===== src/rtl/bnn_test_sequencer.sv =====
// bnn_test_sequencer
// Self-checking test driver for a BNN classifier core. Walks a testcase ROM,
// presents each feature vector over a valid/ready handshake, waits (bounded)
// for the prediction and scores it against the label stored with the vector.
//
// Ports:
//   clk, rst      clock, asynchronous active-high reset
//   start         one-cycle pulse, begins a run when idle
//   rom_addr      testcase ROM address (synchronous ROM, data one cycle later)
//   rom_data      {label, features} ROM word
//   features      feature vector to the classifier
//   feat_valid    features valid; feat_ready is the classifier's accept
//   prediction    classifier result, sampled while pred_valid is high
//   busy / done   run in progress / run complete (done held until next start)
//   tested_cnt, correct_cnt, timeout_cnt   run statistics
module bnn_test_sequencer #(
    parameter int FEAT_CNT  = 128,
    parameter int FEAT_BITS = 4,
    parameter int CLASS_CNT = 6,
    parameter int TEST_CNT  = 1000,
    parameter int TIMEOUT   = 1024,
    localparam int FW = FEAT_CNT * FEAT_BITS,
    localparam int LW = (CLASS_CNT > 1) ? $clog2(CLASS_CNT) : 1,
    localparam int AW = (TEST_CNT > 1) ? $clog2(TEST_CNT) : 1,
    localparam int CW = $clog2(TEST_CNT + 1)
) (
    input  logic            clk,
    input  logic            rst,
    input  logic            start,
    output logic [AW-1:0]   rom_addr,
    input  logic [FW+LW-1:0] rom_data,
    output logic [FW-1:0]   features,
    output logic            feat_valid,
    input  logic            feat_ready,
    input  logic [LW-1:0]   prediction,
    input  logic            pred_valid,
    output logic            busy,
    output logic            done,
    output logic [CW-1:0]   tested_cnt,
    output logic [CW-1:0]   correct_cnt,
    output logic [CW-1:0]   timeout_cnt
);

    localparam int TW = $clog2(TIMEOUT + 1);

    localparam logic [2:0] S_IDLE  = 3'd0;
    localparam logic [2:0] S_FETCH = 3'd1;
    localparam logic [2:0] S_LOAD  = 3'd2;
    localparam logic [2:0] S_SEND  = 3'd3;
    localparam logic [2:0] S_WAIT  = 3'd4;
    localparam logic [2:0] S_SCORE = 3'd5;
    localparam logic [2:0] S_DONE  = 3'd6;

    logic [2:0]    state;
    logic [AW-1:0] index;
    logic [LW-1:0] label;
    logic [LW-1:0] pred;
    logic [TW-1:0] tcnt;
    logic          timed_out;

    // The ROM is synchronous, so presenting the index continuously means the
    // word addressed during FETCH is on rom_data when LOAD samples it.
    assign rom_addr = index;

    always_ff @(posedge clk or posedge rst) begin
        if (rst) begin
            state       <= S_IDLE;
            index       <= '0;
            label       <= '0;
            pred        <= '0;
            tcnt        <= '0;
            timed_out   <= 1'b0;
            features    <= '0;
            feat_valid  <= 1'b0;
            busy        <= 1'b0;
            done        <= 1'b0;
            tested_cnt  <= '0;
            correct_cnt <= '0;
            timeout_cnt <= '0;
        end else begin
            case (state)
                S_IDLE: begin
                    if (start) begin
                        tested_cnt  <= '0;
                        correct_cnt <= '0;
                        timeout_cnt <= '0;
                        done        <= 1'b0;
                        index       <= '0;
                        busy        <= 1'b1;
                        state       <= S_FETCH;
                    end
                end
                S_FETCH: state <= S_LOAD;
                S_LOAD: begin
                    features   <= rom_data[FW-1:0];
                    label      <= rom_data[FW +: LW];
                    feat_valid <= 1'b1;
                    state      <= S_SEND;
                end
                S_SEND: begin
                    // features is only rewritten in LOAD, so it stays stable
                    // for as long as the classifier stalls here.
                    if (feat_ready) begin
                        feat_valid <= 1'b0;
                        tcnt       <= '0;
                        timed_out  <= 1'b0;
                        state      <= S_WAIT;
                    end
                end
                S_WAIT: begin
                    // pred_valid is only looked at here, so a stale or early
                    // prediction during the handshake cycle is never scored.
                    if (pred_valid) begin
                        pred  <= prediction;
                        state <= S_SCORE;
                    end else if (tcnt == TW'(TIMEOUT - 1)) begin
                        timed_out <= 1'b1;
                        state     <= S_SCORE;
                    end else begin
                        tcnt <= tcnt + 1'b1;
                    end
                end
                S_SCORE: begin
                    tested_cnt <= tested_cnt + 1'b1;
                    if (timed_out)
                        timeout_cnt <= timeout_cnt + 1'b1;
                    else if (pred == label)
                        correct_cnt <= correct_cnt + 1'b1;
                    if (index == AW'(TEST_CNT - 1)) begin
                        busy  <= 1'b0;
                        done  <= 1'b1;
                        state <= S_DONE;
                    end else begin
                        index <= index + 1'b1;
                        state <= S_FETCH;
                    end
                end
                S_DONE:  state <= S_IDLE;
                default: state <= S_IDLE;
            endcase
        end
    end

endmodule


===== config.mk =====
export PLATFORM = sky130hd
export DESIGN_NAME = bnn_test_sequencer
export DESIGN_NICKNAME = d
export VERILOG_FILES = /design/src/rtl/bnn_test_sequencer.sv
export SDC_FILE = /design/constraint.sdc
export NUM_CORES = 1
export LEC_CHECK = 0
export ABC_AREA = 0
export BUFFER_PORTS_ARGS = -buffer_cell sky130_fd_sc_hd__buf_2
export CAP_MARGIN = 20
export CORE_AREA = 2 2 425 427
export DETAILED_ROUTE_END_ITERATION = 7
export DIE_AREA = 0 0 427 429
export SYNTH_ARGS = -nofsm -noshare
export SYNTH_HDL_FRONTEND = slang
export SYNTH_SLANG_ARGS = --single-unit

===== constraint.sdc =====
create_clock -name clk -period 19.3 [get_ports clk]
set_input_delay 0.965 -clock clk [delete_from_list [all_inputs] [get_ports clk]]
set_output_delay 0.965 -clock clk [all_outputs]
set_load 0.1 [all_outputs]

==> impl_metrics.json <==
{
  "synth_fp_nets": 1948,
  "synth_area_per_cell_um2": 15.6,
  "tightest_slew_ps": 1170,
  "synth_cell_types": 53,
  "clkTransAtPathRegs_ps": 60,
  "worstPathRequired_ps": 19880,
  "cts.path.max_buffers": 3,
  "grt_pass1_vias": 17000,
  "syn-instance-count": 1420,
  "worst_slack_ps": 13710,
  "reg2reg_slack_ps": 13710,
  "clkSinkCount": 576,
  "post-place-ws_ps": 13680,
  "antenna_found_initial": 80,
  "drive_gt1_frac": 0.674,
  "crit_arrival_ps": 6170,
  "cts_buffers": 75,
  "core_mm2": 0.178,
  "dp_cells": 4797,
  "hpwl_mm": 91.7,
  "nFillCells": 19600,
  "io_pins": 1078,
  "wl_per_cell_um": 22.4,
  "gp_congestion": 0.913,
  "synthToLayoutAreaGrowth_pct": 48.2,
  "skew_ps": 29.7,
  "drt_iter0_drc": 1063,
  "min_period_ps": 5590,
  "cts_hold_buffers": 0,
  "root_buffer": "clkbuf_16",
  "dr.pass1.iters": 5,
  "vias_per_cell": 3.44,
  "path_class": "reg -> reg",
  "path_max_fanout": 73,
  "rsz0062_at_grt": "no",
  "slew_headroom": 0.222,
  "dieArea_mm2": 0.183,
  "cts_post_setup_buffers_inserted": 0,
  "insertion_delay_ps": 700,
  "die_y_um": 429,
  "final_nets": 3049,
  "drv_slew": 0,
  "yosysSeqAreaShare": 0.649,
  "syn_area_mm2": 0.0222,
  "cts_max_level": 3,
  "fmax_ghz": 0.179,
  "drc": 0,
  "vias": 17000,
  "setup_violations": 0,
  "finalSetupTns_ps": 0,
  "outcome": "finished clean",
  "start_util": 0.125,
  "async_flop_share": 1.00,
  "grt.overflow.total": 0,
  "crit_path_end_kind": "flop",
  "synth_edf_count": 0,
  "finalHoldViolCount": 0,
  "cts_tree": "done",
  "ys.warnings.count": 0,
  "drtAntennaViolNets": 0,
  "synth-main-ff-cell": "dfrtp_1",
  "drv_cap": 0,
  "rows": 155,
  "layout.cells.non_filler": 4939,
  "grt_usage": 0.118,
  "synth-seq-cells": 576,
  "die_w_um": 427,
  "cts.repair.resized": 0,
  "grt_pass1_wl_mm": 148,
  "drt-total-wl_mm": 111,
  "cp-start-kind": "flop",
  "min_period_over_period": 0.290,
  "hold_path.class": "in -> async",
  "portBuffers": 1077,
  "grt_max_degree": 122
}
[cells in the mapped netlist, drive strengths merged, types with 4 or more instances]
| cell | instances | share of area |
|---|---|---|
| a21o | 5 | 0.0017 |
| a21oi | 10 | 0.0023 |
| a31oi | 12 | 0.0034 |
| and3 | 5 | 0.0014 |
| buf | 66 | 0.018 |
| clkbuf | 6 | 0.0010 |
| dfrtp | 576 | 0.65 |
| ha | 5 | 0.0028 |
| inv | 12 | 0.0020 |
| mux2 | 518 | 0.26 |
| mux2i | 11 | 0.0050 |
| nand2 | 41 | 0.0069 |
| nand2b | 11 | 0.0031 |
| nand3 | 22 | 0.0050 |
| nand4 | 13 | 0.0037 |
| nor2 | 18 | 0.0030 |
| nor3 | 5 | 0.0011 |
| nor4 | 4 | 0.0014 |
| o211ai | 5 | 0.0017 |
| o21ai | 23 | 0.0052 |
| o31ai | 6 | 0.0020 |
| or3 | 4 | 0.0011 |
| or4 | 5 | 0.0017 |
| xor2 | 8 | 0.0032 |
[through the flow]
stage	util	hold WS (ps)	instance area [um2]
after detailed placement	0.170	469	30300
final	0.185	464	32900
after global placement	0.170	459	30300
after global routing	0.185	432	32900
after CTS	0.185	388	32900
after floorplan	-	468	22200
[state kept, by name (all words and copies together) (netlist names)]
signal / flops
feat_valid: 1
features: 512
state: 3
timed_out: 1
busy: 1
timeout_cnt: 10
done: 1
tested_cnt: 10
label: 3
rom_addr: 10
pred: 3
correct_cnt: 10
tcnt: 11
[logic make-up (layout without fill, tap and decap cells)]
family / count (synthesis) / after routing / share of synthesized area
adder cells (fa/ha/maj): 5 / 5 / 0.00282
buffers and inverters: 84 / 1241 / 0.0210
AND/OR/NAND/NOR: 141 / 141 / 0.0340
other: 0 / 7 / 0
flip-flops: 576 / 576 / 0.649
multiplexers: 529 / 529 / 0.268
AO/OA/AOI/OAI: 75 / 75 / 0.0218
XOR/XNOR: 10 / 10 / 0.00394
[layout make-up]
class	count	area, um2	share of cell area
Antenna cell	7	17.5	0.000532
Multi-Input combinational cell	760	7340	0.223
Inverter	12	52.6	0.00160
Tap cell	2355	2950	0.0895
Clock buffer	104	2110	0.0640
Clock inverter	29	493	0.0150
Timing Repair Buffer	1096	5560	0.169
Sequential cell	576	14400	0.438
[cell usage in the layout (no fill, tap or decap), types with 10 or more instances in the layout]
cell       netlist  routed
buf_2           37    1078
dfrtp_1        576     576
mux2_2         518     518
clkbuf_16        0      75
nand2_1         41      41
nand3_1         22      22
o21ai_0         22      22
nor2_1          18      18
clkbuf_1         6      17
buf_4           26      16
nand4_1         13      13
a31oi_1         12      12
clkbuf_8         0      12
inv_1           12      11
nand2b_1        11      11
mux2i_1         11      11
a21oi_1         10      10
[worst max-delay path, cell delays in order (launching register included)]
cell	delay, ps
dfrtp_1	620
and2b_1	250
and2_4	760
buf_4	690
buf_4	790
buf_4	780
buf_4	840
mux2_2	420
[per-layer routing]
layer	GRT usage	routed length (um)
met1	0.139	43200
met2	0.205	56600
met3	0.0343	7550
met4	0.0348	3010
met5	0	241
[path summary, 6_finish.rpt]
| kind | from | to | cells past startpoint |
|---|---|---|---|
| max | state[1] | features[425] | 7 |
| min | rst | features[44] | 2 |
| max reg2reg | state[1] | features[425] | 7 |
| min reg2reg | feat_valid | feat_valid | 1 |
| max in group asynchronous | rst | features[151] | 5 |
| min in group clk | feat_valid | feat_valid | 1 |
Power is left out: the tool's default activity adds up to more than one toggle a clock period on the data nets, which glitch-free logic cannot reach.
